File: src/rtl/encoder_speed_match.sv
// ---------------------------------------------------------------------------
// encoder_speed_match
//
// Closed-loop wheel speed matcher for NUM_CH encoder channels.
//
// Each channel's encoder edges are counted over a fixed window of WINDOW
// clocks. Channel 0 is the master. At the end of each window the slave
// duties are nudged by a shifted copy of (master count - slave count), so
// the slave wheels track the master wheel. The block sits between the
// encoder pins and the PWM generators.
//
// Ports:
//   clk          system clock, all logic on the rising edge
//   reset        synchronous, active-high
//   brake        motors braking; counting and correction suspended
//   coast        motors coasting; same effect as brake
//   enc          encoder phase per channel (asynchronous)
//   duty_base    commanded duty for the master channel
//   gain_shift   right shift applied to the count error (P gain = 2^-gain_shift)
//   duty         duty per channel, channel i at [i*DUTY_W +: DUTY_W]
//   sat          per-channel clamp flag from the last update (bit 0 always 0)
//   sample_valid one-cycle pulse once every duty has been updated
// ---------------------------------------------------------------------------
module encoder_speed_match #(
    parameter int NUM_CH    = 2,
    parameter int CNT_W     = 8,
    parameter int DUTY_W    = 6,
    parameter int WINDOW    = 100000,
    parameter int EDGE_MODE = 0
) (
    input  logic                       clk,
    input  logic                       reset,
    input  logic                       brake,
    input  logic                       coast,
    input  logic [NUM_CH-1:0]          enc,
    input  logic [DUTY_W-1:0]          duty_base,
    input  logic [2:0]                 gain_shift,
    output logic [NUM_CH*DUTY_W-1:0]   duty,
    output logic [NUM_CH-1:0]          sat,
    output logic                       sample_valid
);

    localparam int WIN_W = (WINDOW > 1) ? $clog2(WINDOW) : 1;
    localparam int K_W   = $clog2(NUM_CH + 1);
    localparam int SUM_W = DUTY_W + CNT_W + 2;

    typedef enum logic [1:0] {
        IDLE,
        CALC,
        DONE
    } state_t;

    // Registered state
    logic [NUM_CH-1:0] enc_s1_q, enc_s1_d;
    logic [NUM_CH-1:0] enc_s2_q, enc_s2_d;
    logic [NUM_CH-1:0] enc_prev_q, enc_prev_d;
    logic [CNT_W-1:0]  cnt_q [NUM_CH];
    logic [CNT_W-1:0]  cnt_d [NUM_CH];
    logic [CNT_W-1:0]  snap_q [NUM_CH];
    logic [CNT_W-1:0]  snap_d [NUM_CH];
    logic [DUTY_W-1:0] duty_q [NUM_CH];
    logic [DUTY_W-1:0] duty_d [NUM_CH];
    logic [WIN_W-1:0]  win_q, win_d;
    state_t            state_q, state_d;
    logic [K_W-1:0]    k_q, k_d;
    logic [2:0]        gain_hold_q, gain_hold_d;
    logic [DUTY_W-1:0] base_hold_q, base_hold_d;
    logic [NUM_CH-1:0] sat_q, sat_d;
    logic              sample_valid_q, sample_valid_d;
    logic              primed_q, primed_d;

    // Combinational helpers
    logic                    run;
    logic                    win_term;
    logic [NUM_CH-1:0]       enc_edge;
    logic [CNT_W-1:0]        snap_k;
    logic [DUTY_W-1:0]       duty_k;
    logic signed [CNT_W:0]   err;
    logic signed [CNT_W:0]   corr;
    logic signed [SUM_W-1:0] sum;
    logic [DUTY_W-1:0]       duty_new;
    logic                    sat_new;

    // Next-state logic. Braking/coasting overrides everything except reset:
    // the whole loop is parked with zero duty and must re-prime on release,
    // because the wheels are no longer in a known relationship to each other.
    // The correction datapath picks the snapshot and duty of slave k_q and
    // clamps the signed sum into the duty range.
    always_comb begin
        run        = ~brake & ~coast;
        win_term   = (win_q == WIN_W'(WINDOW - 1));
        enc_edge   = (EDGE_MODE != 0) ? (enc_s2_q ^ enc_prev_q)
                                      : (enc_s2_q & ~enc_prev_q);

        enc_s1_d       = enc;
        enc_s2_d       = enc_s1_q;
        enc_prev_d     = enc_s2_q;
        cnt_d          = cnt_q;
        snap_d         = snap_q;
        duty_d         = duty_q;
        win_d          = win_q;
        state_d        = state_q;
        k_d            = k_q;
        gain_hold_d    = gain_hold_q;
        base_hold_d    = base_hold_q;
        sat_d          = sat_q;
        sample_valid_d = 1'b0;
        primed_d       = primed_q;

        // Slave k_q operands; the loop avoids indexing arrays with k_q,
        // whose width is not the array index width.
        snap_k = '0;
        duty_k = '0;
        for (int i = 1; i < NUM_CH; i++) begin
            if (k_q == K_W'(i)) begin
                snap_k = snap_q[i];
                duty_k = duty_q[i];
            end
        end

        // err > 0 means the slave is slower, which raises its duty.
        err  = $signed({1'b0, snap_q[0]}) - $signed({1'b0, snap_k});
        corr = err >>> gain_hold_q;
        sum  = $signed({{(SUM_W - DUTY_W){1'b0}}, duty_k})
             + $signed({{(SUM_W - CNT_W - 1){corr[CNT_W]}}, corr});

        if (sum[SUM_W-1]) begin
            duty_new = '0;
            sat_new  = 1'b1;
        end else if (|sum[SUM_W-2:DUTY_W]) begin
            duty_new = '1;
            sat_new  = 1'b1;
        end else begin
            duty_new = sum[DUTY_W-1:0];
            sat_new  = 1'b0;
        end

        if (!run) begin
            for (int i = 0; i < NUM_CH; i++) begin
                cnt_d[i]  = '0;
                duty_d[i] = '0;
            end
            win_d    = '0;
            sat_d    = '0;
            state_d  = IDLE;
            k_d      = '0;
            primed_d = 1'b0;
        end else begin
            case (state_q)
                CALC: begin
                    for (int i = 1; i < NUM_CH; i++) begin
                        if (k_q == K_W'(i)) begin
                            if (primed_q) begin
                                duty_d[i] = duty_new;
                                sat_d[i]  = sat_new;
                            end else begin
                                duty_d[i] = base_hold_q;
                                sat_d[i]  = 1'b0;
                            end
                        end
                    end
                    if (k_q == K_W'(NUM_CH - 1)) begin
                        state_d = DONE;
                    end else begin
                        k_d = k_q + K_W'(1);
                    end
                end
                DONE: begin
                    sample_valid_d = 1'b1;
                    primed_d       = 1'b1;
                    state_d        = IDLE;
                end
                default: begin
                end
            endcase

            // An edge seen in the terminal cycle is dropped on purpose so it
            // is never counted in two windows.
            if (win_term) begin
                win_d       = '0;
                gain_hold_d = gain_shift;
                base_hold_d = duty_base;
                duty_d[0]   = duty_base;
                state_d     = (NUM_CH > 1) ? CALC : DONE;
                k_d         = K_W'(1);
                for (int i = 0; i < NUM_CH; i++) begin
                    snap_d[i] = cnt_q[i];
                    cnt_d[i]  = '0;
                end
            end else begin
                win_d = win_q + WIN_W'(1);
                for (int i = 0; i < NUM_CH; i++) begin
                    if (enc_edge[i] && (cnt_q[i] != '1)) begin
                        cnt_d[i] = cnt_q[i] + CNT_W'(1);
                    end
                end
            end
        end
    end

    // State registers with synchronous reset.
    always_ff @(posedge clk) begin
        if (reset) begin
            enc_s1_q       <= '0;
            enc_s2_q       <= '0;
            enc_prev_q     <= '0;
            for (int i = 0; i < NUM_CH; i++) begin
                cnt_q[i]  <= '0;
                snap_q[i] <= '0;
                duty_q[i] <= '0;
            end
            win_q          <= '0;
            state_q        <= IDLE;
            k_q            <= '0;
            gain_hold_q    <= '0;
            base_hold_q    <= '0;
            sat_q          <= '0;
            sample_valid_q <= 1'b0;
            primed_q       <= 1'b0;
        end else begin
            enc_s1_q       <= enc_s1_d;
            enc_s2_q       <= enc_s2_d;
            enc_prev_q     <= enc_prev_d;
            cnt_q          <= cnt_d;
            snap_q         <= snap_d;
            duty_q         <= duty_d;
            win_q          <= win_d;
            state_q        <= state_d;
            k_q            <= k_d;
            gain_hold_q    <= gain_hold_d;
            base_hold_q    <= base_hold_d;
            sat_q          <= sat_d;
            sample_valid_q <= sample_valid_d;
            primed_q       <= primed_d;
        end
    end

    // Flatten the per-channel duty registers onto the output bus.
    for (genvar g = 0; g < NUM_CH; g++) begin : g_duty_out
        assign duty[g*DUTY_W +: DUTY_W] = duty_q[g];
    end

    assign sat          = sat_q;
    assign sample_valid = sample_valid_q;

endmodule

File: config.mk
export PLATFORM = sky130hd
export DESIGN_NAME = encoder_speed_match
export DESIGN_NICKNAME = d
export VERILOG_FILES = /design/src/rtl/encoder_speed_match.sv
export SDC_FILE = /design/constraint.sdc
export NUM_CORES = 1
export LEC_CHECK = 0
export CAP_MARGIN = 20
export CORE_UTILIZATION = 55
export DETAILED_ROUTE_END_ITERATION = 10
export PLACE_DENSITY = 0.81
export SYNTH_ARGS = -nofsm -noshare
export SYNTH_HDL_FRONTEND = slang
export SYNTH_SLANG_ARGS = --single-unit
File: constraint.sdc
create_clock -name clk -period 6.1 [get_ports clk]
set_input_delay 0.61 -clock clk [delete_from_list [all_inputs] [get_ports clk]]
set_output_delay 0.61 -clock clk [all_outputs]
set_load 0.02 [all_outputs]
==> out/metrics.yaml, run 1 <==
synth_nets: 545
cts_hold_repair.buffers: 0
placedCellCount: 617
synth-warning-count: 0
floorplan.rows: 31
post_cts_resized: 0
vias_in_the_first_global_route: 3291
power_density_nw_per_um2: 217
ant_nets: 0
postSynthRegisterBits: 83
overflow: 0
ys_seq_area_frac: 0.396
first_pass_grt_wire_length_um: 14600
final.min_clock_period_ns: 5.23
drive_gt1_frac: 0.0505
clock-skew-final_ns: 0.0117
r2r_cells: 21
synth_area_leader_cell: "dfxtp_1"
design.die.area_um2: 7990
p_total_mw: 1.04
syn_std_cell_area_um2: 4200
final_hold_viol_count: 0
initial_core_util: 0.573
drt_pre_antenna_iters: 5
clk_pin_slew_worst_paths_ns: 0.09
ir_drop_uv: 160
hold-path-endpoint: "enc_prev_q[0]"
total_leakage_power_nw: 1.68
min_delay_path_depth: 2
critical_path.max_fanout: 18
layoutNonFillerInstCount: 634
htree_num_levels: 3
kind_of_start_point_of_the_critical_path: "flip-flop"
worst-endpoint-arrival_ns: 5.44
gp_routability_congestion: 0.891
synth_unique_cells: 49
drt-initial-drc-count: 169
flow.area_growth_from_synthesis_pct: 14.2
cp_peak_stage_delay_ns: 0.53
tightest_slew_ns: 0.930
synth_ff_type: "dfxtp_1"
chipHeight_um: 89.4
dpl_cell_area_um2: 4540
whs_ns: 0.441
critical_path.slowest_cell: "ha_1"
post-synth-top-area-fraction: 0.396
post-route-cell-area_um2: 4800
synth_async_reset_ratio: 0
worst-endpoint-required_ns: 6.31
post_cts_buffers: 0
syn_avg_cell_area_um2: 8.25
final.setup.worst_slack_ns: 0.866
avgViaCountPerCell: 5.70
rr_startpoint: "k_q[1]"
synth.cells.most_frequent: "dfxtp_1, nand2_1, nor2_1"
synth_enable_flop_cells: 0
fmax_mhz: 191
initial_antenna_violation_count: 0
clock-root-buffer: "clkbuf_8"
port_buffers: 28
fp.coreArea_um2: 7330
timing.max_slew.rel_slack: 0.380
tritoncts: "done"
synthMostInstantiatedCell: "dfxtp_1"
boundaryPins: 30
post_synth_main_area_contributors: "dfxtp_1, nand2_1, a21oi_1"
setup_violations: 0
buffer_levels_on_the_longest_clock_path: 2
tritoncts_num_sinks: 83
maxSlewViolCount: 0
grt_setup_unrepaired: "false"
grt_start_max_net_pins: 35
totalWireLength_um: 9230
path_cells: "inv_1, ha_1, nand2_1, ha_1, o211ai_1, a21oi_1, a211o_1, a41oi_2, mux2i_1, mux2_2, a21oi_1, ha_1, inv_1, fa_1, nand2b_1, a21oi_1, o21ai_0, nand2b_1, a41oi_1, o21ai_2, a311oi_1"
hold_class: "flip-flop to flip-flop"
worst-setup-path-type: "flip-flop to flip-flop"
drc: 0
cts_inserted_buffers: 9
nNetsFinal: 566
cp-end-kind: "flip-flop"
finalSetupTns_ns: 0
avgRoutedWirePerCell_um: 14.6
synth_instances: 509
detailroute.via_count: 3611
finish.utilization: 0.654
grt_usage: 0.236
rr_endpoint: "duty[10]"
timing.max_cap.violations: 0
detailedPlacementHpwl_um: 6310
timing.final.crit_share: 0.858
dpl_worst_slack_ns: 0.993
timing.reg2reg.setup_slack_ns: 0.87
die_width_um: 89.4
hp-start: "enc_prev_d[0]"
clock_latency_ns: 0.35
antennaDiodeCount: 0
result_of_the_run: "finished clean"
layout make-up:
type	instances	area, um^2
timing repair buffer	31	310
inverter	13	48.8
clock buffer	11	131
multi-input combinational	392	2410
sequential	83	1660
clock inverter	5	110
tap	99	124
fill	594	2530
layer usage:
metal | global-route usage | routed length [um]
met1 | 0.301 | 4350
met2 | 0.405 | 4480
met3 | 0.0536 | 311
met4 | 0.0606 | 87
met5 | 0 | 0
worst max-delay path by stage:
stage	startpoint	to	slack (ns)	cells after the start
after detailed placement	k_q[1]	duty[7]	0.99	21
final	k_q[1]	duty[10]	0.87	21
after global placement	k_q[0]	duty[7]	1.23	20
after floorplan	k_q[0]	duty[10]	1.49	23
after global routing	k_q[0]	duty[10]	0.43	20
after CTS	k_q[1]	duty[7]	0.94	21
cells in the final DEF (no fill, tap or decap), types with 8 or more instances in the layout:
cell             netlist  routed
dfxtp_1               83      83
nand2_1               78      78
nor2_1                55      55
a21oi_1               51      51
clkdlybuf4s50_1        0      28
o21ai_0               22      22
ha_1                  19      19
xor2_1                16      16
mux2i_1               16      16
or3_1                 14      14
inv_1                 13      13
xnor2_1               13      13
nand3_1               13      13
nand2b_1               9       9
clkbuf_8               0       9
nand4_1                8       8
report_power, final:
group          leakage (nW)  switching, mW  internal (mW)
Combinational         0.886         0.0131         0.0116
Sequential            0.669       0.000983          0.543
Clock                 0.120          0.198          0.276
Total                  1.68          0.212          0.831
kinds of logic after synthesis:
family | count (synthesis) | synth area share
and+or+nand+nor | 208 | 0.228
adders and majority gates | 21 | 0.0662
DFF | 83 | 0.396
other | 1 | 0.000893
AOI/OAI and AO/OA | 116 | 0.177
muxes | 17 | 0.0408
xor gates and xnor gates | 29 | 0.0605
buffers and inverters | 34 | 0.0313
sequential cells by signal, indices dropped and copies added, names as in the netlist, 3 cells and up:
name,count
win_q,17
snap_q,16
gain_hold_q,3
cnt_q,16
base_hold_q,6
duty,12
worst max-delay path: cells and delay by family, from the launching register on:
kind / cells / cell delay, ns
AOI/OAI and AO/OA: 10 / 2.23
adders and majority gates: 4 / 1.47
and+or+nand+nor: 3 / 0.49
muxes: 2 / 0.45
DFF: 1 / 0.32
buffers and inverters: 2 / 0.11
Power figures use the tool's default switching activity.
==> run 2: changes to the inputs <==
Settings changed: GPL_TIMING_DRIVEN set to 1.
==> results of run 2 <==
No change in the layout: final DEF, timing and power equal those of run 1.
==> run 3: changes to the inputs <==
Settings changed: DONT_BUFFER_PORTS set to 1, PLACE_DENSITY 0.81 to 0.76.
Clock period 6.1 ns to 6.5 ns, I/O delays scaled along.
==> out/metrics.yaml, run 3 (synthesis gave the netlist of run 1 again) <==
htree_num_levels: 3
cpLargestDelayFamily: "compound AO/OA/AOI/OAI gates"
floorplan.rows: 31
timing.final.crit_share: 0.796
detailroute.via_count: 3496
nNetsFinal: 537
detailedPlacementHpwl_um: 6100
clock_latency_ns: 0.36
vias_in_the_first_global_route: 3204
largest_reg_flops: 17
boundaryPins: 30
clock-skew-final_ns: 0.00983
grt.met3_usage: 0.0609
biggestRegsByFlops: "win_q (17), cnt_q (16), snap_q (16)"
worst-endpoint-arrival_ns: 5.44
timing.max_cap.violations: 0
critical_path.slowest_cell: "ha_1"
most-common-layout-cells: "dfxtp_1, nand2_1, nor2_1, a21oi_1, o21ai_0"
gp_routability_congestion: 0.863
tightest_slew_ns: 0.906
avgViaCountPerCell: 5.78
grt_start_max_net_pins: 35
totalWireLength_um: 8790
drt_pre_antenna_iters: 4
timing.critical_path.depth: 21
kind_of_start_point_of_the_critical_path: "flip-flop"
tritoncts_num_sinks: 83
fillerInstances: 680
worst-path-buf-inv: 1
fp.coreArea_um2: 7330
maxSlewViolCount: 0
ant_nets: 0
drive_gt1_frac: 0.0553
result_of_the_run: "finished clean"
initial_core_util: 0.573
buffer_levels_on_the_longest_clock_path: 2
setup_violations: 0
design.die.area_um2: 7990
port_buffers: 0
met1_capacity_usage_during_global_routing: 0.297
hold_class: "input port to flip-flop"
grt.busiest_layer: "met2"
antennaDiodeCount: 0
first_pass_grt_wire_length_um: 14400
finish.utilization: 0.609
global_route.usage.met2: 0.385
chipHeight_um: 89.4
path_cells: "ha_1, nand2_1, ha_1, o211ai_1, a21oi_1, a211o_1, a41oi_2, mux2i_1, mux2_2, a21oi_1, ha_1, inv_1, fa_1, nand2b_1, a21oi_1, o21ai_0, nand2b_1, a211oi_1, mux2i_1, o21ai_2, a311oi_1"
critical_path.max_fanout: 18
final.min_clock_period_ns: 5.17
cp-end-kind: "flip-flop"
timing.max_slew.rel_slack: 0.396
final.setup.worst_slack_ns: 1.33
grt_setup_unrepaired: "false"
ir_drop_uv: 120
drc: 0
cts_inserted_buffers: 9
flow.area_growth_from_synthesis_pct: 6.26
final_hold_viol_count: 0
die_width_um: 89.4
largest_register: "win_q"
post_cts_buffers: 0
dpl_worst_slack_ns: 1.40
clock-root-buffer: "clkbuf_8"
worst-endpoint-required_ns: 6.76
tritoncts: "done"
r2r_cells: 21
final_common_cell: "dfxtp_1"
fmax_mhz: 193
cp_peak_stage_delay_ns: 0.53
clk_pin_slew_worst_paths_ns: 0.09
overflow: 0
grt_usage: 0.235
min_delay_path_depth: 1
finalSetupTns_ns: 0
drt-initial-drc-count: 172
cts_hold_repair.buffers: 0
initial_antenna_violation_count: 0
total_leakage_power_nw: 1.54
avgRoutedWirePerCell_um: 14.5
power_density_nw_per_um2: 194
post_cts_resized: 0
worst-setup-path-type: "flip-flop to flip-flop"
## run 3: worst reg2reg max path, delay by kind of cell (launching register included)
family	cells	cell delay [ns]
buf+inv	1	0.08
simple gates	3	0.49
compound gates	10	2.04
fa+ha+maj	4	1.49
mux	3	0.63
flops	1	0.35
## run 3: path summary, 6_finish.rpt
kind,from,slack (ns),end
hold / removal,reset,0.35,enc_prev_q[1]
hold reg to reg,enc_prev_d[0],0.44,enc_prev_q[0]
setup reg to reg,k_q[0],1.33,duty[7]
setup / recovery,k_q[0],1.33,duty[7]
## run 3: power breakdown
group	total, mW	switching, mW	leakage (nW)	internal [mW]
sequential	0.511	0.000943	0.669	0.510
combinational	0.0103	0.00655	0.785	0.00378
clock	0.345	0.201	0.0881	0.144
total	0.867	0.209	1.54	0.658
## run 3: layout make-up
class	count	area, um^2	area share
clock inverters	7	57.6	0.0129
clock buffers	9	124	0.0278
inverters	13	48.8	0.0109
well taps	99	124	0.0278
repair buffers	2	35.0	0.00785
multi-input cells	392	2410	0.540
flip-flops and latches	83	1660	0.372
## run 3: routing by layer
| metal | part of all wire | up-vias |
|---|---|---|
| li1 | - | 1757 |
| met3 | 0.047 | 15 |
| met2 | 0.47 | 57 |
| met1 | 0.47 | 1667 |
| met4 | 0.016 | 0 |
| met5 | 0 | - |
## run 3: metrics by stage
step	instances	power (mW)	hold WS [ns]	instance area (um^2)
global route	605	0.898	0.325	4460
global placement	588	0.531	0.419	4250
finish	605	0.867	0.353	4460
CTS	604	0.875	0.336	4430
floorplan	509	0.533	0.410	4200
detailed placement	588	0.532	0.432	4250
